**config.mk**
```make
export PLATFORM = sky130hd
export DESIGN_NAME = regfile_wb_arbiter
export DESIGN_NICKNAME = d
export VERILOG_FILES = /design/src/rtl/regfile_wb_arbiter.sv
export SDC_FILE = /design/constraint.sdc
export NUM_CORES = 1
export LEC_CHECK = 0
export ABC_AREA = 0
export ABC_CLOCK_PERIOD_IN_PS = 2100
export CAP_MARGIN = 15
export CORE_MARGIN = 1
export CORE_UTILIZATION = 45
export DETAILED_ROUTE_END_ITERATION = 6
export GPL_TIMING_DRIVEN = 0
export PLACE_DENSITY = 0.75
export SKIP_LAST_GASP = 1
export SLEW_MARGIN = 0
export SYNTH_ARGS = -nofsm -noshare
export SYNTH_HDL_FRONTEND = slang
export SYNTH_SLANG_ARGS = --single-unit
```
**constraint.sdc**
```tcl
create_clock -name clk -period 2.1 [get_ports clk]
set_input_delay 0.315 -clock clk [delete_from_list [all_inputs] [get_ports clk]]
set_output_delay 0.315 -clock clk [all_outputs]
set_load 0.01 [all_outputs]
```
**src/rtl/regfile_wb_arbiter.sv**
```systemverilog
// Two-port (EX/LD) writeback arbiter for the single regfile write port, with compressed-address
// mapping and cold-register authorization. Define COLD_ERR_CNT_EN to add the dropped-write counter.
module regfile_wb_hold #(
  parameter int XLEN = 64
) (
  input  logic            clk,
  input  logic            rst_n,
  input  logic            rdy_en_i,
  input  logic            valid_i,
  input  logic [4:0]      waddr_i,
  input  logic [XLEN-1:0] wdata_i,
  input  logic            is_16_i,
  input  logic            cold_en_i,
  input  logic            gnt_i,
  output logic            ready_o,
  output logic            take_o,
  output logic            held_o,
  output logic [4:0]      eaddr_o,
  output logic [XLEN-1:0] wdata_o,
  output logic            cold_o
);
  // a granted entry frees its slot in the same cycle, allowing back-to-back accepts
  assign ready_o = rdy_en_i & (~held_o | gnt_i);
  assign take_o  = valid_i & ready_o;

  always_ff @(posedge clk or negedge rst_n) begin
    if (!rst_n) begin
      held_o  <= 1'b0;
      eaddr_o <= '0;
      wdata_o <= '0;
      cold_o  <= 1'b0;
    end else if (take_o) begin
      held_o  <= 1'b1;
      eaddr_o <= is_16_i ? {2'b01, waddr_i[2:0]} : waddr_i;
      wdata_o <= wdata_i;
      cold_o  <= cold_en_i;
    end else if (gnt_i) begin
      held_o  <= 1'b0;
    end
  end
endmodule

module regfile_wb_arbiter #(
  parameter int          XLEN      = 64,
  parameter logic [31:0] COLD_MASK = 32'hFFFE_3018
) (
  input  logic            clk,
  input  logic            rst_n,
  input  logic            ex_valid_i,
  output logic            ex_ready_o,
  input  logic [4:0]      ex_waddr_i,
  input  logic [XLEN-1:0] ex_wdata_i,
  input  logic            ex_is_16_i,
  input  logic            ex_cold_en_i,
  input  logic            ld_valid_i,
  output logic            ld_ready_o,
  input  logic [4:0]      ld_waddr_i,
  input  logic [XLEN-1:0] ld_wdata_i,
  input  logic            ld_is_16_i,
  input  logic            ld_cold_en_i,
  output logic [4:0]      waddr_o,
  output logic [XLEN-1:0] wdata_o,
  output logic            regwrite_o,
  output logic            cold_en_o,
  output logic            cold_err_o,
  input  logic            cold_err_clr_i,
  output logic            busy_o
`ifdef COLD_ERR_CNT_EN
  , output logic [7:0]    cold_err_cnt_o
`endif
);
  localparam int NUM_PORTS = 2;  // index 0 = EX, 1 = LD

  logic                            rdy_en;
  logic [NUM_PORTS-1:0]            valid, is_16, cold_in, gnt, ready, take, held, cold_q;
  logic [NUM_PORTS-1:0][4:0]       waddr, eaddr;
  logic [NUM_PORTS-1:0][XLEN-1:0]  wdata_in, wdata_q;
  logic                            ex_older, ld_older, rr;

  assign valid    = {ld_valid_i,   ex_valid_i};
  assign is_16    = {ld_is_16_i,   ex_is_16_i};
  assign cold_in  = {ld_cold_en_i, ex_cold_en_i};
  assign waddr    = {ld_waddr_i,   ex_waddr_i};
  assign wdata_in = {ld_wdata_i,   ex_wdata_i};

  genvar p;
  generate
    for (p = 0; p < NUM_PORTS; p++) begin : g_port
      regfile_wb_hold #(.XLEN(XLEN)) u_hold (
        .clk(clk), .rst_n(rst_n), .rdy_en_i(rdy_en),
        .valid_i(valid[p]), .waddr_i(waddr[p]), .wdata_i(wdata_in[p]),
        .is_16_i(is_16[p]), .cold_en_i(cold_in[p]), .gnt_i(gnt[p]),
        .ready_o(ready[p]), .take_o(take[p]), .held_o(held[p]),
        .eaddr_o(eaddr[p]), .wdata_o(wdata_q[p]), .cold_o(cold_q[p])
      );
    end
  endgenerate

  assign ex_ready_o = ready[0];
  assign ld_ready_o = ready[1];
  assign busy_o     = |held;

  // rr == 0 points at EX; only consulted when both entries have equal age
  logic both;
  assign both   = held[0] & held[1];
  assign gnt[0] = held[0] & (~held[1] | ex_older | (~ld_older & ~rr));
  assign gnt[1] = held[1] & ~gnt[0];

  logic            any_gnt, g_cold, drop_cold, do_write;
  logic [4:0]      g_addr;
  logic [XLEN-1:0] g_data;

  assign any_gnt   = |gnt;
  assign g_addr    = gnt[1] ? eaddr[1]   : eaddr[0];
  assign g_data    = gnt[1] ? wdata_q[1] : wdata_q[0];
  assign g_cold    = gnt[1] ? cold_q[1]  : cold_q[0];
  assign drop_cold = any_gnt & COLD_MASK[g_addr] & ~g_cold;
  assign do_write  = any_gnt & (g_addr != 5'd0) & ~drop_cold;

  logic nh_ex, nh_ld;
  assign nh_ex = take[0] | (held[0] & ~gnt[0]);
  assign nh_ld = take[1] | (held[1] & ~gnt[1]);

  always_ff @(posedge clk or negedge rst_n) begin
    if (!rst_n) begin
      rdy_en   <= 1'b0;
      ex_older <= 1'b0;
      ld_older <= 1'b0;
      rr       <= 1'b0;
    end else begin
      rdy_en <= 1'b1;
      if (both) rr <= ~rr;
      // a fresh capture is always younger than whatever stays held on the other port
      if (take[0] && take[1]) begin
        ex_older <= 1'b0;
        ld_older <= 1'b0;
      end else if (take[0]) begin
        ex_older <= 1'b0;
        ld_older <= nh_ld;
      end else if (take[1]) begin
        ex_older <= nh_ex;
        ld_older <= 1'b0;
      end
    end
  end

  always_ff @(posedge clk or negedge rst_n) begin
    if (!rst_n) begin
      waddr_o    <= '0;
      wdata_o    <= '0;
      regwrite_o <= 1'b0;
      cold_en_o  <= 1'b0;
      cold_err_o <= 1'b0;
    end else begin
      regwrite_o <= do_write;
      if (do_write) begin
        waddr_o   <= g_addr;
        wdata_o   <= g_data;
        cold_en_o <= g_cold;
      end
      if (drop_cold)           cold_err_o <= 1'b1;
      else if (cold_err_clr_i) cold_err_o <= 1'b0;
    end
  end

`ifdef COLD_ERR_CNT_EN
  always_ff @(posedge clk or negedge rst_n) begin
    if (!rst_n)
      cold_err_cnt_o <= 8'h00;
    else if (drop_cold)
      cold_err_cnt_o <= cold_err_clr_i ? 8'h01 :
                        (cold_err_cnt_o == 8'hFF) ? 8'hFF : cold_err_cnt_o + 8'h01;
    else if (cold_err_clr_i)
      cold_err_cnt_o <= 8'h00;
  end
`endif
endmodule
```
==> results of run 1 <==
-- cell type report --
| class | instances | area (sq um) | area share, % |
|---|---|---|---|
| timing repair buffer | 234 | 2360 | 18.1 |
| sequential | 218 | 5460 | 41.9 |
| multi-input combinational | 340 | 3760 | 28.9 |
| buffer | 30 | 256 | 1.97 |
| inverter | 4 | 22.5 | 0.173 |
| clock inverter | 8 | 115 | 0.883 |
| tap | 270 | 338 | 2.59 |
| clock buffer | 36 | 727 | 5.58 |
-- sequential cells by signal, indices dropped and copies added (netlist names) --
| name | cells |
|---|---|
| cold_en_o | 1 |
| cold_err_o | 1 |
| ex_older | 1 |
| g_port.u_hold.cold_o | 2 |
| g_port.u_hold.eaddr_o | 10 |
| g_port.u_hold.held_o | 2 |
| g_port.u_hold.wdata_o | 128 |
| ld_older | 1 |
| rdy_en | 1 |
| regwrite_o | 1 |
| rr | 1 |
| waddr_o | 5 |
| wdata_o | 64 |
-- power breakdown --
group | total (mW) | internal [mW] | leakage, nW | switching, mW
clock network | 4.38 | 2.75 | 0.419 | 1.63
logic | 5.38 | 3.50 | 2.64 | 1.88
registers | 6.15 | 5.42 | 2.57 | 0.730
total | 15.9 | 11.7 | 5.62 | 4.24
-- synth_stat cells, drive strengths merged --
cell type and instances:
nor2 4, nor2b 1, nand2 24, inv 4, buf 23, nor3 1, nand2b 4, a22o 1
a21oi 1, dfrtp 218, mux2 270, nor3b 1, a21o 1, o21bai 1, xnor2 1, or2 1
nand3b 1, conb 1, a2111oi 1, clkbuf 8, a311o 1, o21ai 11, a311oi 1, nand3 6
or4 1, and2 3, a211oi 1, o22ai 1, o31ai 1
-- repair_timing --
| action | in CTS | in global routing |
|---|---|---|
| cloned | 1 | 0 |
| resized for setup | 47 | 15 |
| hold endpoints to repair | 113 | 0 |
| setup endpoints to repair | 203 | 161 |
| hold buffers | 1 | 0 |
| pin swaps | 3 | 3 |
| setup buffers | 9 | 1 |
-- final timing paths --
check                                                            to  slack, ns  cells after the start
max                                         wdata_o[53]$_DFFE_PN0P_      -0.07                      7
min                                          cold_err_o$_DFFE_PN0P_       0.38                      2
max reg2reg                                 wdata_o[53]$_DFFE_PN0P_      -0.07                      7
min reg2reg                g_port[0].u_hold.wdata_o[14]$_DFFE_PN0P_       0.50                      1
max in group asynchronous                   wdata_o[20]$_DFFE_PN0P_       0.62                      3
min in group asynchronous                   wdata_o[45]$_DFFE_PN0P_       0.48                      2
-- cells by family after synthesis --
kind of cell | share of synthesized area (%)
buffers and inverters | 2.12
and+or+nand+nor | 2.40
other | 0.0402
AOI/OAI and AO/OA | 1.49
DFF | 58.5
muxes | 35.4
xor gates and xnor gates | 0.0939
-- layer usage --
| metal | track usage (%) | vias to the layer above |
|---|---|---|
| met3 | 6.58 | 39 |
| met4 | 5.78 | 0 |
| met5 | 0 | - |
| met2 | 35.0 | 197 |
| met1 | 27.2 | 2894 |
| li1 | - | 2617 |
-- stage by stage --
step	utilization, %	instance area, sq um	total power [mW]	TNS, ns
2_1_floorplan	-	9330	8.87	-1.56
3_5_place_dp	58.7	11900	11.3	-70.79
6_report	64.2	13000	15.9	-2.96
3_3_place_gp	58.5	11900	11.1	-1724.77
4_1_cts	64.0	13000	16.0	-2.16
5_1_grt	64.2	13000	16.7	-7.92
-- worst max-delay path: stages, from the launching register on --
cell       delay [ns]
dfrtp_1          0.39
or4_4            0.56
a2111oi_4        0.30
a311oi_4         0.07
nand3_2          0.15
inv_8            0.10
buf_8            0.17
mux2_4           0.31
==> results.yml, run 1 <==
run_status:
  outcome: "finished, violations left"
  violations: "setup timing"
timing:
  setup_viol: 69
  rsz0062_at_grt: "yes"
  post-route-period-util_pct: 103
  finalCriticalPeriod_ns: 2.17
  whs_ns: 0.380
  hold_viol_final: 0
  clock_skew_ns: 0.00768
  tightest_slew_ns: 0.847
  fin_ws_ns: -0.0675
  relSlewSlack_pct: 43.5
  fmax_ghz: 0.461
  slew_violations: 0
synth:
  synth_cells: 593
  yosysTopAreaCell: "dfrtp_1"
  ys_seq_elements: 218
  ys_types: 34
  yosysSeqAreaShare_pct: 58.5
  synth_area_sq_um: 9330
  syn-num-nets: 740
  synth_top_area_share_pct: 58.5
  yosys-top-cells-area: "dfrtp_1 (58%), mux2_2 (24%), mux2_4 (11%)"
  synth_area_per_cell_sq_um: 15.7
  yosysWarnings: 0
floorplan:
  dieArea_sq_um: 21300
  initial_core_util_pct: 46.0
  die-height_um: 146
  fp.coreArea_sq_um: 20300
  io_pins: 222
  dieWidth_um: 146
  rows: 52
worst_hold_path:
  min_path_type: "in -> reg"
  hp-start: "cold_err_clr_i"
placed_design:
  port_buffers: 221
  preCtsSetupSlack_ns: -0.678
  hpwl_mm: 15.1
  gp_congestion: 0.816
  dpl.cell_count: 1085
power:
  max-vdd-ir-drop_uv: 646
  p_leak_nw: 5.62
  power_density_nw_per_um2: 1220
detailed_routing:
  routed_wirelength_mm: 22.0
  postRouteAntennaNets: 0
  avgViaCountPerCell: 5.04
  vias: 5747
  drt_iter0_markers: 166
  drc_errors: 0
  wl_per_cell_um: 19.3
  dr_wl_met3_mm: 1.74
  met2WireLength_mm: 10.5
  dr.pass1.iters: 4
  wl_met1_mm: 9.29
  highest_layer: "met4"
critical_path:
  setup.worst_path.start_class: "flop"
  worstPathRequired_ns: 2.49
  end_kind: "flop"
  crit_arrival_ns: 2.55
  r2r-start: "g_port[1].u_hold.eaddr_o[2]$_DFFE_PN0P_"
  crit_fanout: 10
  crit_start: "g_port[1].u_hold.eaddr_o[2]$_DFFE_PN0P_"
  critical_path_class: "reg -> reg"
layout:
  syn_to_final_growth_pct: 39.7
  drive_gt1_share_pct: 42.2
  antenna_cells: 0
  final_cell_mix: "clkdlybuf4s50_1 (218), dfrtp_1 (215), mux2_2 (201), mux2_4 (69), clkbuf_16 (25)"
  fill_cells: 1497
  final_nets: 999
  final_common_cell: "clkdlybuf4s50_1"
  stdcell_count: 1140
global_routing:
  grt.total_usage_pct: 21.3
  grt_pass1_vias: 6476
  grt_max_degree: 115
  grt_pass1_wl_mm: 35.7
  antenna_found_initial: 0
  grt_remaining_overflow: 0
clock_network:
  clock_path_buffers: 3
  clkTransAtPathRegs_ns: 0.06
  clkSinkCount: 218
  numCtsBuffers: 24
  h-tree-depth: 1
  root_buffer: "clkbuf_16"
  clock_latency_ns: 0.51
  cts_tree: "done"
run:
  cap_violations: 0
Note: power is estimated with default switching activity, not from simulation.
==> run 2, diff against run 1 <==
--- a/config.mk
+++ b/config.mk
@@ -12,7 +12,7 @@
 export CORE_UTILIZATION = 45
 export DETAILED_ROUTE_END_ITERATION = 6
 export GPL_TIMING_DRIVEN = 0
-export PLACE_DENSITY = 0.75
+export PLACE_DENSITY = 0.82
 export SKIP_LAST_GASP = 1
 export SLEW_MARGIN = 0
 export SYNTH_ARGS = -nofsm -noshare
==> run 2 against run 1 <==
The run still ends with setup timing left; clock-buffer cell count down 2; clock power down 8.9%; sequential power about the same; final cell count down 0.44%; combinational power down 2%; first-iteration DRC count down 13%; non-clock buffer count down 5; register-to-register slack better by 0.03 ns; cell area down 1.1%; sequential share of layout area up 0.44 points; critical path depth unchanged; routed wire length down 4.9%; largest cell class unchanged; largest power group unchanged.
==> results.yml, run 2 (synthesis gave the netlist of run 1 again) <==
run_status:
  outcome: "finished, violations left"
  violations: "setup timing"
clock_network:
  numCtsBuffers: 24
  clkTransAtPathRegs_ns: 0.06
  cts_tree: "done"
  root_buffer: "clkbuf_16"
  clock_latency_ns: 0.53
  h-tree-depth: 1
  clock_path_buffers: 3
  clkSinkCount: 218
critical_path:
  critical_path_class: "reg -> reg"
  setup.worst_path.start_class: "flop"
  crit_fanout: 10
  crit_arrival_ns: 2.53
  worstPathRequired_ns: 2.49
  end_kind: "flop"
global_routing:
  antenna_found_initial: 0
  grt_remaining_overflow: 0
  grt_pass1_vias: 6160
  grt.total_usage_pct: 19.9
  grt_max_degree: 81
  grt_pass1_wl_mm: 33.4
layout:
  syn_to_final_growth_pct: 38.3
  drive_gt1_share_pct: 42.0
  regMostFlops: "g_port.u_hold.wdata_o"
  final_common_cell: "clkdlybuf4s50_1"
  largestRegisters: "g_port.u_hold.wdata_o (128), wdata_o (64), g_port.u_hold.eaddr_o (10)"
  final_cell_mix: "clkdlybuf4s50_1 (218), dfrtp_1 (216), mux2_2 (201), mux2_4 (69), clkbuf_16 (24)"
  fin_util_pct: 63.5
  antenna_cells: 0
  final_nets: 994
  largest_reg_flops: 128
power:
  p_sw_mw: 4.19
  p_leak_nw: 5.57
  power_frac_seq_pct: 39.9
  power_density_nw_per_um2: 1190
  pwr-share-clk_pct: 26.0
  comb_power_share_pct: 34.1
  swShare_pct: 27.3
  intPower_mw: 11.2
  max-vdd-ir-drop_uv: 804
detailed_routing:
  wl_per_cell_um: 18.4
  drt_iter0_markers: 145
  vias: 5693
  routed_wirelength_mm: 20.9
  avgViaCountPerCell: 5.02
  dr.pass1.iters: 4
  drc_errors: 0
  postRouteAntennaNets: 0
timing:
  hold_viol_final: 0
  relSlewSlack_pct: 64.8
  setup_viol: 70
  fin_ws_ns: -0.0422
  rsz0062_at_grt: "yes"
  post-route-period-util_pct: 102
  slew_violations: 0
  finalCriticalPeriod_ns: 2.14
  clock_skew_ns: 0.0230
  fmax_ghz: 0.467
  tightest_slew_ns: 0.527
placed_design:
  hpwl_mm: 14.2
  gp_congestion: 0.764
  port_buffers: 221
  preCtsSetupSlack_ns: -0.672
floorplan:
  fp.coreArea_sq_um: 20300
  rows: 52
  initial_core_util_pct: 46.0
  dieArea_sq_um: 21300
  die-height_um: 146
  dieWidth_um: 146
  io_pins: 222
run:
  cap_violations: 0
worst_hold_path:
  min_path_type: "in -> async"
## run 2: cell types whose count changed in the layout (fill, tap and decap cells not counted), moves of 2 or more
cell | before | now
clkbuf_2 | 9 | 11
clkinv_2 | 5 | 9
buf_4 | 16 | 12
bufinv_16 | 3 | 0
## run 2: timing repair
item	CTS	global route
gates cloned	0	0
gates resized for setup	29	29
pin swaps	1	4
hold buffers	1	0
endpoints found under the setup margin	205	168
endpoints found under the hold margin	67	0
setup buffers	4	1
## run 2: metal layers
metal  GRT usage, %  up-vias  part of all wire [%]
li1               -     2611                     -
met2           33.0      174                    49
met3           6.21       35                   7.7
met5              0        -                     0
met4           4.74        0                   2.1
met1           25.4     2873                    42
## run 2: power groups by stage
stage          clock network [mW]  logic (mW)  registers, mW
6_report                     3.99        5.25           6.13
5_1_grt                      4.28        5.58           6.29
4_1_cts                      4.10        5.21           6.14
3_5_place_dp                    0        5.13           6.15
3_3_place_gp                    0        5.01           6.14
2_1_floorplan                   0        2.52           6.35
## run 2: worst paths after layout
| kind | start | to | slack [ns] | cells after the start |
|---|---|---|---|---|
| worst max register to register | g_port[1].u_hold.eaddr_o[3]$_DFFE_PN0P_ | waddr_o[2]$_DFFE_PN0P_ | -0.04 | 7 |
| worst min-delay path | rst_n | g_port[0].u_hold.wdata_o[21]$_DFFE_PN0P_ | 0.33 | 2 |
| worst max-delay path | g_port[1].u_hold.eaddr_o[3]$_DFFE_PN0P_ | waddr_o[2]$_DFFE_PN0P_ | -0.04 | 7 |
| worst min register to register | g_port[0].u_hold.wdata_o[31]$_DFFE_PN0P_ | g_port[0].u_hold.wdata_o[31]$_DFFE_PN0P_ | 0.50 | 1 |
| max in group asynchronous | rst_n | g_port[1].u_hold.wdata_o[39]$_DFFE_PN0P_ | 0.57 | 4 |
| min in group clk | ld_wdata_i[25] | g_port[1].u_hold.wdata_o[25]$_DFFE_PN0P_ | 0.40 | 2 |
## run 2: worst max-delay path, stage by stage, from the launching register on
cell and delay, ns:
dfrtp_2 0.44, or4_4 0.53, a2111oi_4 0.23, a311oi_2 0.09
nand3_2 0.16, inv_8 0.09, buf_12 0.16, mux2_4 0.30
## run 2: area by class of cell
| type | count | area (sq um) |
|---|---|---|
| Clock inverter | 10 | 61.3 |
| Sequential cell | 218 | 5460 |
| Inverter | 4 | 22.5 |
| Clock buffer | 34 | 698 |
| Tap cell | 270 | 338 |
| Timing Repair Buffer | 229 | 2310 |
| Buffer | 30 | 267 |
| Fill cell | 1521 | 7400 |
| Multi-Input combinational cell | 340 | 3740 |
## run 2: metrics by stage
step / hold slack [ns] / cells / instance area (sq um) / setup TNS, ns / power (mW)
final: 0.332 / 1135 / 12900 / -1.74 / 15.4
after global routing: 0.375 / 1135 / 12900 / -8.25 / 16.1
after floorplan: 0.0194 / 593 / 9330 / -1.56 / 8.87
after CTS: 0.335 / 1134 / 12800 / -12.77 / 15.4
after detailed placement: 0.301 / 1086 / 11900 / -73.40 / 11.3
after global placement: 0.467 / 1084 / 11900 / -1927.78 / 11.1
==> run 3, diff against run 2 <==
--- a/config.mk
+++ b/config.mk
@@ -7,7 +7,7 @@
 export LEC_CHECK = 0
 export ABC_AREA = 0
 export ABC_CLOCK_PERIOD_IN_PS = 2100
-export CAP_MARGIN = 15
+export CAP_MARGIN = 20
 export CORE_MARGIN = 1
 export CORE_UTILIZATION = 45
 export DETAILED_ROUTE_END_ITERATION = 6
==> results of run 3 <==
Final layout, timing and power as in run 2 (identical DEF).
